<file path="config.mk">
export PLATFORM = sky130hd
export DESIGN_NAME = iqueue
export DESIGN_NICKNAME = d
export VERILOG_FILES = /design/src/rtl/iqueue.sv
export SDC_FILE = /design/constraint.sdc
export NUM_CORES = 1
export LEC_CHECK = 0
export CORE_UTILIZATION = 53
export DETAILED_ROUTE_END_ITERATION = 8
export PLACE_DENSITY_LB_ADDON = 0.12
export SLEW_MARGIN = 20
export SYNTH_ARGS = -nofsm -noshare
export SYNTH_HDL_FRONTEND = slang
export SYNTH_SLANG_ARGS = --single-unit
</file>
<file path="constraint.sdc">
create_clock -name clk -period 7.22 [get_ports clk]
set_input_delay 1.444 -clock clk [delete_from_list [all_inputs] [get_ports clk]]
set_output_delay 1.444 -clock clk [all_outputs]
set_load 0.005 [all_outputs]
</file>
<file path="src/rtl/iqueue.sv">
// iqueue: circular FIFO of decoded instructions feeding the forward stage.
// Optional same-cycle empty bypass: define IQUEUE_BYPASS_EN.
module iqueue #(
    parameter int DEPTH = 8,
    parameter int PTR_W = 3
) (
    input  logic             clk,
    input  logic             rst,
    input  logic             rdy,
    input  logic             flush,
    input  logic             in_valid,
    output logic             in_ready,
    input  logic             in_is_vec,
    input  logic [2:0]       in_type,
    input  logic [4:0]       in_rd,
    input  logic [31:0]      in_pc,
    input  logic [31:0]      in_imm,
    output logic             out_valid,
    input  logic             out_ready,
    output logic             out_is_vec,
    output logic [2:0]       out_type,
    output logic [4:0]       out_rd,
    output logic [31:0]      out_pc,
    output logic [31:0]      out_imm,
    output logic [PTR_W:0]   count
);

    if (DEPTH != (1 << PTR_W) || DEPTH < 2) begin : g_bad_cfg
        $error("iqueue: DEPTH must be 2**PTR_W and >= 2");
    end

    typedef struct packed {
        logic        is_vec;
        logic [2:0]  typ;
        logic [4:0]  rd;
        logic [31:0] pc;
        logic [31:0] imm;
    } entry_t;

    localparam logic [PTR_W:0] FULL_CNT = (PTR_W + 1)'(DEPTH);

    entry_t           mem [DEPTH];
    entry_t           in_e;
    entry_t           hd_e;
    logic [PTR_W-1:0] head;
    logic [PTR_W-1:0] tail;
    logic [PTR_W:0]   cnt;
    logic             empty;
    logic             byp;
    logic             push;
    logic             pop;

    assign in_e  = '{in_is_vec, in_type, in_rd, in_pc, in_imm};
    assign empty = (cnt == '0);

`ifdef IQUEUE_BYPASS_EN
    // Empty queue forwards the offered entry straight to the head port.
    assign byp = rdy && empty && in_valid && !flush;
`else
    assign byp = 1'b0;
`endif

    assign in_ready  = (cnt != FULL_CNT);
    assign out_valid = !empty || byp;
    assign count     = cnt;

    // A bypassed entry taken in the same cycle never enters storage.
    assign push = in_valid && in_ready && !flush && !(byp && out_ready);
    assign pop  = !empty && out_ready && !flush;

    // Head port: live input on bypass, else the stored head entry.
    always_comb begin
        hd_e = mem[head];
        if (byp) hd_e = in_e;
    end

    assign out_is_vec = hd_e.is_vec;
    assign out_type   = hd_e.typ;
    assign out_rd     = hd_e.rd;
    assign out_pc     = hd_e.pc;
    assign out_imm    = hd_e.imm;

    // Pointer and occupancy state; flush clears, rdy low freezes.
    always_ff @(posedge clk) begin
        if (!rst) begin
            head <= '0;
            tail <= '0;
            cnt  <= '0;
        end else if (rdy) begin
            if (flush) begin
                head <= '0;
                tail <= '0;
                cnt  <= '0;
            end else begin
                if (push) tail <= tail + 1'b1;
                if (pop)  head <= head + 1'b1;
                unique case ({push, pop})
                    2'b10:   cnt <= cnt + 1'b1;
                    2'b01:   cnt <= cnt - 1'b1;
                    default: cnt <= cnt;
                endcase
            end
        end
    end

    // Entry storage is written at the tail on every accepted push.
    always_ff @(posedge clk) begin
        if (rst && rdy && push) mem[tail] <= in_e;
    end

endmodule

</file>
-- After elaboration in Yosys (flattened, before gate mapping)
Memories as Yosys holds them, arrays and structs flattened. A register that Yosys moved wholly into a read port is not among the register bits.
Cells that the tools add are included.
- register bits: 10
- latch bits: 0
- memory bits (writable): 584
- memory bits (read-only): 0
- output and inout port bits: 79
- logic and storage cells: 36
- memories: 1
- memory list (name ; words ; bits a word ; read ports ; clocked after Yosys merged registers in ; write ports ; line ; RTL):
    mem ; 8 ; 73 ; 1 ; 1 ; 1 ; 42 ; entry_t mem [DEPTH];
- add/sub/neg operators: 4
- $mul: 0
- div/mod/pow operators: 0
- $lt $le $gt $ge: 0
- equal/unequal tests: 3
- shift-type cells: 0
- multiplexer cells: 10
- bitwise logic cells: 0
- reductions and logical operators: 15
- operators with widths (cell ; count):
    3-bit 2-to-1 mux ; 6
    4-bit case mux with 2 select lines ; 1
    3-bit by 1-bit adder with 3-bit output, second input constant ; 2
    1-bit logical AND ; 6
    2-bit AND reduction ; 3
    4-bit by 1-bit adder with 4-bit output, second input constant ; 1
    4-bit logical NOT ; 1
    4-bit 2-to-1 mux ; 1
    4-bit != test, second input constant ; 1
    2-bit nonzero test ; 2
    4-bit by 1-bit subtractor with 4-bit output, second input constant ; 1
    3-bit nonzero test ; 1
    2-bit by 1-bit == test with 1-bit output, second input constant ; 1
    2-bit == test, second input constant ; 1
    1-bit logical NOT ; 2
    1-bit 2-to-1 mux ; 2

-- Depth between registers and ports, before layout
- word-level depth: 8
- mapped depth: 10

-- Least setup slack after synthesis
OpenSTA, ideal clock, no wires.
- path kind: input port to flip-flop
- start: in rdy
- end: mem mem[0][0] (netlist bit), enable pin
- data arrival time: 7.142 ns
- data required time: 6.626 ns
- setup slack: -0.515 ns
- cell stages on the path: 4
- path buffers: 1
- cell sequence: clkbuf_1 nor2b_1 nand4b_1 nor3_1
- word-level cells in the longest chain between the ends: 4
- RTL lines (what ; line ; RTL):
    from (decl) ; 9 ; input logic rdy,
    1-bit logical AND (2 in series) ; 108 ; if (rst && rdy && push) mem[tail] <= in_e;
    1-bit 2-to-1 mux ; 108 ;
    1-bit 2-to-1 mux (not written as such) ; 108 ;
    to (decl) ; 42 ;
No other way between the ends.

==> results.py <==
metrics = {
    "floorplan": {
        "dieArea_um2": 43500,
        "start_util_pct": 53.8,
        "num_rows": 75,
        "die_w_um": 209,
        "ioPinCount": 158,
        "die_h_um": 209,
        "coreArea_um2": 42000,
    },
    "clock_network": {
        "cts_buffers": 59,
        "cts_setup_buffers": 0,
        "clk_latency_ns": 0.61,
        "cts_tree": "done",
        "ctsHoldBuffers": 0,
        "cts.sinks": 597,
        "ctsResizeCount": 0,
        "cts.clk_slew.worst_paths_ns": 0.06,
        "cts_root_buf": "clkbuf_16",
        "cts_buffer_depth": 3,
        "htree_levels": 2,
    },
    "route": {
        "drt-pass1-iter-count": 4,
        "routed_via_density": 5.85,
        "num_vias": 10000,
        "drt_iter0_markers": 685,
        "routedWlPerCell_um": 24.4,
        "wl_um": 41900,
        "ant_nets": 0,
        "route.detailed.drc": 0,
    },
    "sta": {
        "max_freq_mhz": 205,
        "final-hold-violation-count": 0,
        "setup_tns_ns": 0,
        "max_slew_margin_pct": 32.3,
        "tightest_slew_ns": 1.02,
        "fin_crit_ns": 4.89,
        "finalMaxSlewViolations": 0,
        "setup_violations": 0,
        "fin_crit_sh_pct": 67.7,
        "skew_ns": 0.0200,
        "rsz0062_at_grt": "no",
    },
    "logic_synthesis": {
        "synthTopCellsByCount": "edfxtp_1 (584), mux4_2 (146), mux2_2 (73)",
        "yosysSeqAreaShare_pct": 78.7,
        "synth_seq_cells": 597,
        "synth_fp_nets": 1023,
        "synthFlopType": "edfxtp_1",
        "synth_top_area_share_pct": 77.6,
        "yosys-top-cells-area": "edfxtp_1 (78%), mux4_2 (15%), mux2_2 (3.6%)",
        "post-synth-top-count-cell": "edfxtp_1",
        "yosysWarnings": 0,
        "synth_top_area_cell": "edfxtp_1",
        "synth_edf_count": 584,
        "synthCells": 939,
        "synth_area_um2": 22600,
        "postSynthAreaPerCell_um2": 24.1,
        "synth.distinct_cells": 36,
        "postSynth.asyncResetShare_pct": 0,
    },
    "placed_design": {
        "port_buffers": 157,
        "dp_hpwl_um": 21900,
        "routabilityCongestion": 0.727,
        "place_inst": 1609,
    },
    "final_layout": {
        "stdcell_count": 1716,
        "drive_gt1_share_pct": 27.9,
        "area.growth.synth_to_final_pct": 18.3,
        "final_nets": 1215,
    },
    "global_route": {
        "antenna_found_initial": 4,
        "grt_pass1_wl_um": 64100,
        "grt.total_usage_pct": 20.0,
        "gr-total-overflow": 0,
        "grt_pass1_vias": 10600,
        "grt_start_max_net_pins": 85,
    },
    "critical_path": {
        "end_kind": "output pin",
        "setup.worst_path.class": "reg -> out",
        "cp_max_fo": 34,
        "r2r_slack_ns": 4.18,
        "startpoint_type": "register",
        "critPathArrivalTime_ns": 3.44,
        "r2r_cells": 5,
        "setup.worst_path.end": "out_imm[25]",
        "r2r_end": "mem[0][45]",
        "required_ns": 5.78,
        "r2r-start": "count[0]",
    },
    "pwr": {
        "ir_worst_vdd_mv": 0.226,
        "clkPwrFrac_pct": 42.0,
        "combinationalPowerShare_pct": 2.3,
        "power.density_nw_per_um2": 256,
        "p_leak_nw": 8.14,
        "power.switching_mw": 1.29,
        "p_seq_share_pct": 55.7,
        "swShare_pct": 18.8,
        "p_int_mw": 5.56,
    },
    "job": {
        "maxCapViolCount": 0,
    },
    "min_path": {
        "hp-class": "reg -> reg",
    },
    "status": {
        "status": "complete, no violations",
    },
}
==> per-layer routing <==
metal / global-route usage, % / vias up / wire [um] / part of all wire [%]
met1: 27.8 / 5333 / 18200 / 43
li1: - / 4411 / - / -
met3: 3.43 / 66 / 2000 / 4.8
met4: 6.09 / 4 / 791 / 1.9
met5: 0 / - / 20 / 0.048
met2: 32.7 / 226 / 20900 / 50
==> sequential cells by signal, indices dropped and copies added, names as in the netlist, named ones only <==
| register | count |
|---|---|
| mem | 584 |
| count | 4 |
| tail | 3 |
| head | 3 |
==> power by group through the flow <==
stage	clock network [mW]	registers, mW	logic [mW]
after global placement	0	3.89	0.153
after detailed placement	0	3.89	0.156
after CTS	2.95	3.82	0.157
after floorplan	0	3.89	0.0469
after global routing	3.08	3.81	0.168
final	2.88	3.82	0.155
==> layout make-up <==
type	count	area [um^2]
multi-input combinational	296	4680
clock inverter	30	272
timing repair buffer	177	1770
sequential	597	17800
tap	539	674
fill	2863	15300
antenna	2	5.00
clock buffer	75	1540
==> how the worst min path moves through the flow <==
stage,slack [ns],startpoint,end,depth (start not counted)
final,0.48,head[1],register,2
after global routing,0.50,head[1],register,2
after CTS,0.48,head[1],register,2
after detailed placement,0.47,head[1],register,2
after global placement,0.46,head[1],register,2
after floorplan,0.45,head[1],register,2
==> cells by family after synthesis <==
| kind of cell | Yosys count | share of synthesized area [%] |
|---|---|---|
| xor+xnor | 1 | 0.0387 |
| simple gates | 51 | 1.30 |
| compound gates | 20 | 0.587 |
| buf+inv | 46 | 0.880 |
| mux | 219 | 18.2 |
| flops | 597 | 78.7 |
| fa+ha+maj | 5 | 0.310 |
==> stage by stage <==
stage	area (um^2)	hold slack, ns	power (mW)	util [%]	setup slack (ns)
global route	26700	0.500	7.06	63.6	2.07
global placement	24900	0.457	4.04	59.3	2.54
finish	26800	0.482	6.85	63.6	2.33
detailed placement	24900	0.473	4.05	59.3	2.48
CTS	26700	0.483	6.92	63.6	2.18
floorplan	22600	0.447	3.94	-	1.44
==> critical path, cell delays in order (launching register included) <==
cell and delay, ns:
dfxtp_4 0.76, buf_4 0.68, mux4_2 0.60, mux2_2 0.30
clkdlybuf4s50_1 0.46
==> cells in the final DEF (no fill, tap or decap), drive strengths merged, types with 2 or more instances in the layout <==
cell type      synthesis  layout
nor3                   5       5
a32oi                  2       2
nand3                  3       3
clkbuf                28      75
nand2b                 5       5
nand4                  2       2
bufinv                 0       5
inv                    0       3
mux2                  73      73
and2                   2       2
o22ai                  2       2
nor2                   7       7
and4b                  2       2
ha                     4       4
a21oi                  5       5
nor2b                  4       4
o21ai                  7       7
mux4                 146     146
nand2                 11      11
dfxtp                 13      13
edfxtp               584     584
nand4b                 2       2
buf                   18      20
clkdlybuf4s50          0     157
clkinv                 0      21
diode                  0       2
nand3b                 4       4
(Power assumes the default switching activity.)
